==> src/rtl/actel_cfg_loader.sv <==
// Serial configuration loader for C2/S-type logic cells: shifts a payload into a shadow
// register, checks even parity, then commits atomically. Optional readback under READBACK_EN.
module actel_cfg_loader #(
  parameter int NUM_CELLS     = 8,
  parameter int BITS_PER_CELL = 4
) (
  input  logic                               clk,
  input  logic                               clr,
  input  logic                               start,
  input  logic                               sin_valid,
  input  logic                               sin_data,
  output logic                               sin_ready,
  output logic                               busy,
  output logic [NUM_CELLS*BITS_PER_CELL-1:0] cfg_d,
  output logic                               cfg_done,
  output logic                               cfg_err,
  input  logic                               rb_req,
  output logic                               rb_valid,
  output logic                               rb_data
);

  localparam int CFG_W = NUM_CELLS * BITS_PER_CELL;
  localparam int CNT_W = (CFG_W > 1) ? $clog2(CFG_W) : 1;
  localparam logic [CNT_W-1:0] CNT_LAST = CNT_W'(CFG_W - 1);

  typedef enum logic [1:0] {
    IDLE   = 2'd0,
    SHIFT  = 2'd1,
    PARITY = 2'd2,
    RDBK   = 2'd3
  } state_e;

  state_e             state_q, state_d;
  logic [CFG_W-1:0]   shadow_q, shadow_d;
  logic [CFG_W-1:0]   active_q, active_d;
  logic [CNT_W-1:0]   cnt_q, cnt_d;
  logic               par_q, par_d;
  logic               done_q, done_d;
  logic               err_q, err_d;
  logic               xfer;

  assign sin_ready = (state_q == SHIFT) || (state_q == PARITY);
  assign busy      = sin_ready;
  assign xfer      = sin_valid && sin_ready;
  assign cfg_d     = active_q;
  assign cfg_done  = done_q;
  assign cfg_err   = err_q;

  // NOTE: every variable gets a default at the top of always_comb so no path infers a latch.
  always_comb begin
    state_d  = state_q;
    shadow_d = shadow_q;
    active_d = active_q;
    cnt_d    = cnt_q;
    par_d    = par_q;
    done_d   = 1'b0;
    err_d    = 1'b0;
    case (state_q)
      IDLE: begin
        cnt_d = '0;
        par_d = 1'b0;
        if (start) begin
          state_d = SHIFT;
`ifdef READBACK_EN
        end else if (rb_req) begin
          state_d = RDBK;
`endif
        end
      end
      SHIFT: begin
        if (xfer) begin
          shadow_d[cnt_q] = sin_data;
          par_d           = par_q ^ sin_data;
          // Counter holds at the last index rather than wrapping.
          if (cnt_q == CNT_LAST) begin
            state_d = PARITY;
          end else begin
            cnt_d = cnt_q + CNT_W'(1);
          end
        end
      end
      PARITY: begin
        if (xfer) begin
          state_d = IDLE;
          if (sin_data == par_q) begin
            active_d = shadow_q;
            done_d   = 1'b1;
          end else begin
            err_d = 1'b1;
          end
        end
      end
`ifdef READBACK_EN
      RDBK: begin
        if (cnt_q == CNT_LAST) begin
          state_d = IDLE;
        end else begin
          cnt_d = cnt_q + CNT_W'(1);
        end
      end
`endif
      default: state_d = IDLE;
    endcase
  end

  // NOTE: the shadow is reset along with the rest; it is small flop storage, not a RAM.
  always_ff @(posedge clk) begin
    if (clr) begin
      state_q  <= IDLE;
      shadow_q <= '0;
      active_q <= '0;
      cnt_q    <= '0;
      par_q    <= 1'b0;
      done_q   <= 1'b0;
      err_q    <= 1'b0;
    end else begin
      // NOTE: non-blocking assignments so all flops update from pre-edge values.
      state_q  <= state_d;
      shadow_q <= shadow_d;
      active_q <= active_d;
      cnt_q    <= cnt_d;
      par_q    <= par_d;
      done_q   <= done_d;
      err_q    <= err_d;
    end
  end

`ifdef READBACK_EN
  assign rb_valid = (state_q == RDBK);
  assign rb_data  = (state_q == RDBK) && active_q[cnt_q];
`else
  logic unused_rb_req;
  assign unused_rb_req = rb_req;
  assign rb_valid      = 1'b0;
  assign rb_data       = 1'b0;
`endif

endmodule

==> config.mk <==
export PLATFORM = sky130hd
export DESIGN_NAME = actel_cfg_loader
export DESIGN_NICKNAME = d
export VERILOG_FILES = /design/src/rtl/actel_cfg_loader.sv
export SDC_FILE = /design/constraint.sdc
export NUM_CORES = 1
export LEC_CHECK = 0
export ABC_CLOCK_PERIOD_IN_PS = 4370
export BUFFER_PORTS_ARGS = -buffer_cell sky130_fd_sc_hd__buf_4
export CORE_ASPECT_RATIO = 1.25
export CORE_MARGIN = 5
export CORE_UTILIZATION = 50
export DETAILED_ROUTE_END_ITERATION = 12
export GPL_ROUTABILITY_DRIVEN = 0
export GPL_TIMING_DRIVEN = 0
export PLACE_DENSITY = 0.7
export SLEW_MARGIN = 20
export SYNTH_ARGS = -nofsm -noshare
export SYNTH_HDL_FRONTEND = slang
export SYNTH_SLANG_ARGS = --single-unit
==> constraint.sdc <==
create_clock -name clk -period 4.37 [get_ports clk]
set_input_delay 0.2185 -clock clk [delete_from_list [all_inputs] [get_ports clk]]
set_output_delay 0.2185 -clock clk [all_outputs]
set_load 0.05 [all_outputs]
# After elaboration in Yosys (flattened, before gate mapping)
# Index checks and enable logic that the tools add are counted.
[word_totals]
word_cells = 48
output_inout_bits = 38
regBits = 74
[op_classes]
n_mux = 15
addsub = 1
n_lt_le_gt_ge = 2
n_eq_ne = 9
bitwise = 3
n_reduce_logical = 11
[ops]
columns = ["operator", "count"]
rows = [
  ["bitwise mux 32 bit", 1],
  ["two-way mux 5 bit", 2],
  ["one-hot mux 5 bit (2 select lines)", 1],
  ["two-way mux 2 bit", 4],
  ["inequality test 2 bit (second input constant)", 4],
  ["less-than comparator 5 x 6 -> 1 bit (second input constant)", 1],
  ["one-hot mux 2 bit (3 select lines)", 1],
  ["AND reduction 3 bit", 2],
  ["adder 5 x 1 -> 5 bit (second input constant)", 1],
  ["demux 1 bit (select 5 bit)", 1],
  ["equality test 5 bit (second input constant)", 1],
  [">= comparator 5 x 1 -> 1 bit (second input constant)", 1],
  ["two-way mux 1 bit", 4],
  ["AND reduction 2 bit", 2],
  ["AND reduction 4 bit", 1],
  ["OR reduction 3 bit", 1],
  ["equality test 2 x 1 -> 1 bit (second input constant)", 1],
  ["equality test 2 bit (second input constant)", 1],
  ["logical AND 1 bit", 2],
  ["zero test 2 bit", 1],
  ["inequality test 2 x 1 -> 1 bit (second input constant)", 1],
  ["inverter 1 bit", 2],
  ["one-hot mux 1 bit (2 select lines)", 1],
  ["nonzero test 2 bit", 1],
  ["3 further kinds", 3],
]

# Depth between registers and ports, before layout
# Gate-level depths: netlist (run 1).
[depth]
depth_word = 5
depth_mapped = 7

# Least setup slack after synthesis (run 1)
# No wires, ideal clock.
[synth_path]
kind = "reg2reg"
start = "register state_q[0]"
end = "register active_q[17], in the netlist cfg_d[17]"
n_path_buf = 2
t_required_ps = 4300
arrival_ps = 1850
setup_ps = 70
path_slack_ps = 2450
stages_incl_launch_ff = 8
cell_sequence = "dfxtp_1 > inv_1 > ha_1 > and3_2 > clkbuf_1 > buf_2 > nand3_1 > a21oi_1"
[synth_via]
elab_chain_cells = 4
word_cells_on_any_way = 5
[synth_lines]
columns = ["item", "line", "source"]
rows = [
  ["start: declaration", "33", "state_e state_q, state_d;"],
  ["start signal: assignment", "118", "state_q <= state_d;"],
  ["equality test 2 x 1 -> 1 bit / equality test 2 bit (equally long branches)", "42", "assign sin_ready = (state_q == SHIFT) || (state_q == PARITY);"],
  ["logical OR 1 bit *", "42", ""],
  ["named net busy", "13", "output logic busy,"],
  ["logical AND 1 bit *", "44", "assign xfer = sin_valid && sin_ready;"],
  ["AND reduction 3 bit (no line) *", "--", ""],
  ["end signal: assignment", "120", "active_q <= active_d;"],
  ["end: declaration", "35", "logic [CFG_W-1:0] active_q, active_d;"],
]
# Mark *: on every way through the listed nets, which the timed path passes. The rest lies on a longest branch.
# A chain may end at the register's enable or synchronous reset.

# Worst setup path in the final report (run 1)
[layout_path]
start = "register cnt_q[2]"
end = "register state_q[1]"
[layout_via]
elab_chain_cells = 3
[layout_lines]
columns = ["item", "line", "source"]
rows = [
  ["start: declaration", "36", "logic [CNT_W-1:0] cnt_q, cnt_d;"],
  ["start signal: assignment", "121", "cnt_q <= cnt_d;"],
  ["equality test 5 bit", "75", "if (cnt_q == CNT_LAST) begin"],
  ["inequality test 2 x 1 -> 1 bit (no line)", "--", ""],
  ["AND reduction 4 bit (no line)", "--", ""],
]
# Every way passes these cells.

==> flow_summary.ini, run 1 <==
[power_and_ir_drop]
irDropWorstVdd_uv = 293.0
total_power_mw = 1.519
power_density_nw_per_um2 = 399.0
cellLeakagePower_nw = 1.398

[clock_tree]
cts_hold_buf = 0
root_buffer = clkbuf_8
clk_latency_ns = 0.35
cts_tree = yes
h-tree-depth = 3
cts_made_buffers = 9
clock_path_buffers = 2
cts.sinks = 74
clk_pin_slew_ns = 0.08
postCtsSetupBuffers = 0
cts_resized = 0

[synth]
netlist_area_um2 = 3222
syn_avg_cell_area_um2 = 8.368
async_reset_ff_frac = 0
ys_warn_count = 0
synth_top_area_frac = 0.4598
syn_inst = 385
synth_common_cells = nand3_1 (76), dfxtp_1 (74), a21oi_1 (69), o21ai_0 (60), clkbuf_1 (15)
netlist-cell-type-count = 34
ys_ff_latch = 74
synth_area_leaders = dfxtp_1 (46%), nand3_1 (12%), a21oi_1 (11%)
yosysTopAreaCell = dfxtp_1
synth_edf_count = 0
synthFlopType = dfxtp_1
yosysSeqAreaShare = 0.4598
yosysMostFrequentCell = nand3_1

[grt]
grt_pass1_vias = 2834
grt_overflow = 0
grt_max_degree = 13
antenna_found_initial = 0
track_usage = 0.2141
grt_pass1_wl_um = 13500

[routing]
dr_wl_met2_um = 3756
met1Wirelength_um = 3691
num_vias = 2921
wirelength_um = 8102
wl_met3_um = 454
wl_per_cell_um = 15.46
ant_nets = 0
first_pass_iters = 6
drc = 0
vias_per_cell = 5.574
dr.first_iter.drc_count = 284
highest_layer = met4

[floorplanning]
start_util = 0.5192
row_count = 32
coreArea_um2 = 6206
dieArea_um2 = 8159
die_h_um = 99.75
ioPinCount = 44
chipWidth_um = 81.80

[critical_path]
arrival_ns = 2.27
critPathCaptureType = flip-flop
critPathMaxFanout = 10
cp-start-kind = flip-flop
required_ns = 4.65
critPathKind = flip-flop to flip-flop

[finish]
stdcell_count = 524
syn_to_final_growth_pct = 18.14
layout-drive-gt1-share = 0.2096
finalInstanceArea_um2 = 3806
final_net_count = 452
final_core_util = 0.6133
n_antenna_cell = 0

[placement]
preCtsSetupSlack_ns = 2.395
placedInstanceArea_um2 = 3625
dp_hpwl_um = 5583
io_buffer_count = 39
dp.cells = 510

[run_status]
status = completed

[timing]
rsz0062_at_grt = false
fmax_ghz = 0.5034
worst_slack_ns = 2.384
hold_viol = 0
setup_violations = 0
relSlewSlack = 0.6230
holdWs_ns = 0.1556
fin_crit_ns = 1.986
worst_slew_pin_slew_ns = 0.5655
worst_clock_skew_ns = 0.007989
drv_slew = 0
setup_tns_ns = 0
min_period_over_period = 0.4546

[job]
cap_violations = 0

[hold_path]
worstHoldPathType = primary input to flip-flop
==> cell usage in the layout, fill, tap and decap left out, types with 5 or more instances in the layout <==
cell type and count:
a21oi_1 69, clkbuf_1 15, and3_2 5, o21ai_1 5, nand2b_1 6, clkbuf_8 9, nand3_1 76, inv_1 5
buf_2 13, dfxtp_1 74, clkbuf_2 7, buf_4 42, o21ai_0 60, ha_1 10
==> flip-flops by register name, indices dropped and copies added (netlist names) <==
register	cells
par_q	1
state_q	2
shadow_q	32
cfg_d	32
cfg_err	1
cnt_q	5
cfg_done	1
==> critical path: stages (launching register included) <==
cell,delay [ns]
dfxtp_1,0.30
buf_2,0.20
buf_2,0.27
and3_1,0.19
ha_1,0.21
nand2_1,0.07
a222oi_1,0.42
mux2i_1,0.24
==> path summary, 6_finish.rpt <==
| check | startpoint | depth (start not counted) | slack, ns | to |
|---|---|---|---|---|
| hold reg to reg | shadow_q[9]$_SDFFE_PP0P_ | 2 | 0.46 | cfg_d[9]$_SDFFE_PP0P_ |
| hold / removal | clr | 3 | 0.16 | state_q[0]$_SDFFE_PP0P_ |
| setup reg to reg | cnt_q[2]$_SDFFE_PP0P_ | 7 | 2.38 | state_q[1]$_SDFFE_PP0P_ |
| setup / recovery | cnt_q[2]$_SDFFE_PP0P_ | 7 | 2.38 | state_q[1]$_SDFFE_PP0P_ |
==> final cells by class <==
class / instances / area, um^2
Fill cell: 599 / 2400
Sequential cell: 74 / 1481
Inverter: 5 / 18.77
Clock buffer: 9 / 123.9
Timing Repair Buffer: 39 / 292.8
Tap cell: 85 / 106.4
Multi-Input combinational cell: 268 / 1535
Buffer: 39 / 190.2
Clock inverter: 5 / 57.56
==> cell families (layout without fill, tap and decap cells) <==
family	count (synthesis)	count (layout)	share of synthesized area
other	1	2	0.001164
and+or+nand+nor	116	116	0.2051
muxes	2	2	0.006214
buffers and inverters	44	97	0.06485
DFF	74	74	0.4598
adders and majority gates	10	10	0.03883
AOI/OAI and AO/OA	135	135	0.2113
xor gates and xnor gates	3	3	0.01282
==> power by group <==
group          internal, mW  switching, mW  leakage, nW
clock network         0.256          0.252       0.0832
registers             0.686         0.0122        0.596
logic                0.0964          0.217        0.719
total                  1.04          0.481         1.40
==> layer usage <==
| metal | track usage | up-vias |
|---|---|---|
| li1 | - | 1470 |
| met1 | 0.2773 | 1353 |
| met2 | 0.3348 | 81 |
| met3 | 0.04620 | 17 |
| met4 | 0.1010 | 0 |
| met5 | 0 | - |
(Power assumes the default switching activity.)
==> run 2: changes to the inputs <==
--- a/config.mk
+++ b/config.mk
@@ -5,7 +5,7 @@
 export SDC_FILE = /design/constraint.sdc
 export NUM_CORES = 1
 export LEC_CHECK = 0
-export ABC_CLOCK_PERIOD_IN_PS = 4370
+export ABC_CLOCK_PERIOD_IN_PS = 1700
 export BUFFER_PORTS_ARGS = -buffer_cell sky130_fd_sc_hd__buf_4
 export CORE_ASPECT_RATIO = 1.25
 export CORE_MARGIN = 5
@@ -13,7 +13,7 @@
 export DETAILED_ROUTE_END_ITERATION = 12
 export GPL_ROUTABILITY_DRIVEN = 0
 export GPL_TIMING_DRIVEN = 0
-export PLACE_DENSITY = 0.7
+export PLACE_DENSITY = 0.73
 export SLEW_MARGIN = 20
 export SYNTH_ARGS = -nofsm -noshare
 export SYNTH_HDL_FRONTEND = slang
==> constraint.sdc (replaced) <==
create_clock -name clk -period 1.7 [get_ports clk]
set_input_delay 0.085 -clock clk [delete_from_list [all_inputs] [get_ports clk]]
set_output_delay 0.085 -clock clk [all_outputs]
set_load 0.05 [all_outputs]
==> flow_summary.ini, run 2 (synthesized netlist as in run 1, its figures left out) <==
[critical_path]
slowest_stage = dfxtp_1
critPathMaxStageDelay_ns = 0.33
required_ns = 1.91
rr_worst_depth = 6
critPathMaxFanout = 10
arrival_ns = 1.90
path_buf_inv = 2
critPathCaptureType = flip-flop
critPathKind = flip-flop to flip-flop
crit_family = buffers and inverters
cp-start-kind = flip-flop
path_depth = 6
crit_chain = inv_1, ha_2, clkbuf_4, nand3_2, o21ai_0, a21oi_1
reg2reg_slack_ns = 0.01

[clock_tree]
cts_tree = yes
cts_made_buffers = 9
clk_latency_ns = 0.35
clk_pin_slew_ns = 0.08
root_buffer = clkbuf_8
h-tree-depth = 3
clock_path_buffers = 2
cts_hold_buf = 0
cts.sinks = 74

[placement]
io_buffer_count = 39
dp_hpwl_um = 5632
preCtsSetupSlack_ns = -0.2505

[timing]
min_period_over_period = 0.9934
setup_violations = 0
relSlewSlack = 0.6337
worst_slack_ns = 0.01126
drv_slew = 0
worst_clock_skew_ns = 0.006332
fin_crit_ns = 1.689
worst_slew_pin_slew_ns = 0.5494
hold_viol = 0
fmax_ghz = 0.5922
rsz0062_at_grt = true

[routing]
ant_nets = 0
dr.first_iter.drc_count = 236
wirelength_um = 8281
wl_per_cell_um = 15.60
vias_per_cell = 5.699
drc = 0
num_vias = 3026
first_pass_iters = 5

[grt]
antenna_found_initial = 0
grt_max_degree = 20
grt_pass1_wl_um = 13230
grt_overflow = 0
grt_pass1_vias = 2830
track_usage = 0.2048

[finish]
most-common-layout-cells = nand3_1 (71), dfxtp_1 (71), a21oi_1 (69), o21ai_0 (56), buf_4 (52)
final_net_count = 457
syn_to_final_growth_pct = 24.97
layout-drive-gt1-share = 0.2623
n_antenna_cell = 0

[hold_path]
worstHoldPathType = primary input to flip-flop
holdPathStages = 3

[power_and_ir_drop]
cellLeakagePower_nw = 1.460
irDropWorstVdd_uv = 831.9
power_density_nw_per_um2 = 1064
total_power_mw = 4.284

[floorplanning]
coreArea_um2 = 6206
chipWidth_um = 81.80
row_count = 32
dieArea_um2 = 8159
ioPinCount = 44
die_h_um = 99.75
start_util = 0.5192

[run_status]
status = completed

[job]
cap_violations = 0
run 2: power breakdown:
group	internal [mW]	total, mW	switching (mW)	leakage (nW)
sequential	1.76	1.79	0.0309	0.598
combinational	0.331	0.949	0.618	0.752
clock	0.869	1.54	0.673	0.109
total	2.96	4.28	1.32	1.46
run 2: worst paths after layout:
| path | start | end |
|---|---|---|
| worst max-delay path | state_q[1]$_SDFFE_PP0P_ | shadow_q[12]$_SDFFE_PP0P_ |
| worst min-delay path | clr | state_q[0]$_SDFFE_PP0P_ |
| worst max register to register | state_q[1]$_SDFFE_PP0P_ | shadow_q[12]$_SDFFE_PP0P_ |
| worst min register to register | shadow_q[31]$_SDFFE_PP0P_ | cfg_d[31]$_SDFFE_PP0P_ |
run 2: worst reg2reg max path, cell delays in order, from the launching register on:
cell and delay, ns:
dfxtp_1 0.33, inv_1 0.16, ha_2 0.26, clkbuf_4 0.22, nand3_2 0.25, o21ai_0 0.25
a21oi_1 0.10
run 2: area by class of cell:
class | instances | area, um^2
Fill cell | 535 | 2180
Multi-Input combinational cell | 268 | 1615
Sequential cell | 74 | 1490
Timing Repair Buffer | 46 | 345.3
Buffer | 37 | 224.0
Clock buffer | 10 | 137.6
Tap cell | 85 | 106.4
Clock inverter | 6 | 88.84
Inverter | 5 | 18.77
run 2: what timing repair did:
item | 4_1_cts | 5_1_grt
buffers inserted | 2 | 5
pin swaps | 1 | 2
setup endpoints to repair | 58 | 63
resized for setup | 12 | 31
run 2: routing by layer:
metal	GRT usage	vias to the layer above	routed length, um
met1	0.2593	1428	3540
met5	0	-	0
met3	0.02899	22	506
li1	-	1481	-
met4	0.08312	0	238
met2	0.3441	95	3995
run 2: stage by stage:
stage	std cells	hold WS [ns]	util	setup TNS [ns]	area [um^2]
5_1_grt	531	0.02886	0.6488	-0.3858	4026
4_1_cts	526	0.02389	0.6296	-1.111	3908
2_1_floorplan	386	0.2686	-	0	3238
3_5_place_dp	510	0.3916	0.5861	-4.011	3637
6_report	531	0.02293	0.6488	0	4026
3_3_place_gp	510	0.3717	0.5861	-2.248	3637
==> run 3: changes to the inputs <==
--- a/config.mk
+++ b/config.mk
@@ -5,7 +5,7 @@
 export SDC_FILE = /design/constraint.sdc
 export NUM_CORES = 1
 export LEC_CHECK = 0
-export ABC_CLOCK_PERIOD_IN_PS = 1700
+export ABC_CLOCK_PERIOD_IN_PS = 1650
 export BUFFER_PORTS_ARGS = -buffer_cell sky130_fd_sc_hd__buf_4
 export CORE_ASPECT_RATIO = 1.25
 export CORE_MARGIN = 5
@@ -13,7 +13,7 @@
 export DETAILED_ROUTE_END_ITERATION = 12
 export GPL_ROUTABILITY_DRIVEN = 0
 export GPL_TIMING_DRIVEN = 0
-export PLACE_DENSITY = 0.73
+export PLACE_DENSITY = 0.7
 export SLEW_MARGIN = 20
 export SYNTH_ARGS = -nofsm -noshare
 export SYNTH_HDL_FRONTEND = slang
==> constraint.sdc (replaced) <==
create_clock -name clk -period 1.65 [get_ports clk]
set_input_delay 0.0825 -clock clk [delete_from_list [all_inputs] [get_ports clk]]
set_output_delay 0.0825 -clock clk [all_outputs]
set_load 0.05 [all_outputs]
==> flow_summary.ini, run 3 (synthesized netlist as in run 1, its figures left out) <==
[timing]
fmax_ghz = 0.6309
worst_slew_pin_slew_ns = 0.5846
setup_violations = 0
fin_crit_ns = 1.585
min_period_over_period = 0.9607
worst_clock_skew_ns = 0.004276
relSlewSlack = 0.6102
hold_viol = 0
holdWs_ns = 0.006769
drv_slew = 0

[routing]
ant_nets = 0
first_pass_iters = 5
drc = 0
wl_per_cell_um = 15.95
wirelength_um = 8452
dr.first_iter.drc_count = 302
vias_per_cell = 5.681
num_vias = 3011

[grt]
grt_max_degree = 13
antenna_found_initial = 0
grt_pass1_wl_um = 13470
grt_pass1_vias = 2754
track_usage = 0.2142
grt_overflow = 0

[critical_path]
path_common_cell = ha_4
required_ns = 1.93
crit_chain = ha_4, and3_4, ha_4, nand3b_1, or3_1, a21oi_1
critPathCaptureType = flip-flop
critPathMaxFanout = 4
slowest_stage = or3_1
cp-start-kind = flip-flop
critPathKind = flip-flop to flip-flop
arrival_ns = 1.87
critPathMaxStageDelay_ns = 0.37

[placement]
placedInstanceArea_um2 = 3652
io_buffer_count = 39
dp_hpwl_um = 5597

[clock_tree]
root_buffer = clkbuf_8
cts.sinks = 74
clock_path_buffers = 2
clk_latency_ns = 0.35
cts_tree = yes
h-tree-depth = 3
cts_made_buffers = 9
clk_pin_slew_ns = 0.07

[power_and_ir_drop]
irDropWorstVdd_uv = 830.8
power_density_nw_per_um2 = 1098
cellLeakagePower_nw = 1.465

[floorplanning]
dieArea_um2 = 8159
start_util = 0.5192
ioPinCount = 44
chipWidth_um = 81.80
coreArea_um2 = 6206
die_h_um = 99.75
row_count = 32

[finish]
layout-drive-gt1-share = 0.2719
seq_area_um2 = 1494
multiInputGateArea_um2 = 1649
n_antenna_cell = 0
final_net_count = 457
syn_to_final_growth_pct = 25.63
finalInstanceArea_um2 = 4048
layout_commonest_cell = nand3_1
fillers = 553
most-common-layout-cells = nand3_1 (71), a21oi_1 (69), dfxtp_1 (68), buf_4 (57), o21ai_0 (57)

[job]
cap_violations = 0

[run_status]
status = completed

[hold_path]
worstHoldPathType = primary input to flip-flop
[run 3: power breakdown]
part           internal, mW  switching, mW  total (mW)
clock                 0.881          0.663        1.54
sequential             1.82         0.0356        1.85
combinational         0.375          0.670        1.05
total                  3.08           1.37        4.44
[run 3: area by class of cell]
cell class	instances	area share
timing repair buffer	49	0.09088
tap	85	0.02628
buffer	34	0.04822
clock inverter	5	0.01947
inverter	5	0.004637
clock buffer	10	0.03400
sequential	74	0.3691
multi-input combinational	268	0.4074
[run 3: timing repair]
| action | in CTS | in global routing |
|---|---|---|
| gates resized for setup | 19 | 24 |
| setup buffers | 4 | 6 |
| hold buffers | 0 | 0 |
| pin swaps | 1 | 4 |
| setup endpoints to repair | 65 | 69 |
[run 3: per-stage QoR]
step / setup TNS, ns / power [mW] / utilization / std cells / worst slack [ns]
3_5_place_dp: -8.280 / 2.765 / 0.5885 / 510 / -0.2152
6_report: 0 / 4.444 / 0.6522 / 530 / 0.06491
4_1_cts: -0.1664 / 4.349 / 0.6343 / 526 / -0.05601
3_3_place_gp: -6.253 / 2.743 / 0.5885 / 510 / -0.1701
2_1_floorplan: 0 / 2.554 / - / 386 / 0.0006496
5_1_grt: -0.04274 / 4.636 / 0.6522 / 530 / -0.01625
[run 3: final timing paths]
path                       startpoint                       to  slack, ns  cells after the start
max             cnt_q[0]$_SDFFE_PP0P_    cnt_q[3]$_SDFFE_PP0P_       0.06                      6
min                               clr  state_q[1]$_SDFFE_PP0P_      0.007                      3
max reg2reg     cnt_q[0]$_SDFFE_PP0P_    cnt_q[3]$_SDFFE_PP0P_       0.06                      6
min reg2reg  shadow_q[5]$_SDFFE_PP0P_    cfg_d[5]$_SDFFE_PP0P_       0.47                      2
[run 3: layer usage]
metal | routed length, um | vias up | GRT usage
met5 | 0 | - | 0
met4 | 158 | 0 | 0.08312
met3 | 512 | 15 | 0.04982
met2 | 4127 | 102 | 0.3429
met1 | 3654 | 1405 | 0.2761
li1 | - | 1489 | -
[run 3: critical path, delay by kind of cell (launching register included)]
| kind | cells | cell delay, ns |
|---|---|---|
| flops | 1 | 0.34 |
| simple gates | 3 | 0.71 |
| compound gates | 1 | 0.14 |
| fa+ha+maj | 2 | 0.32 |
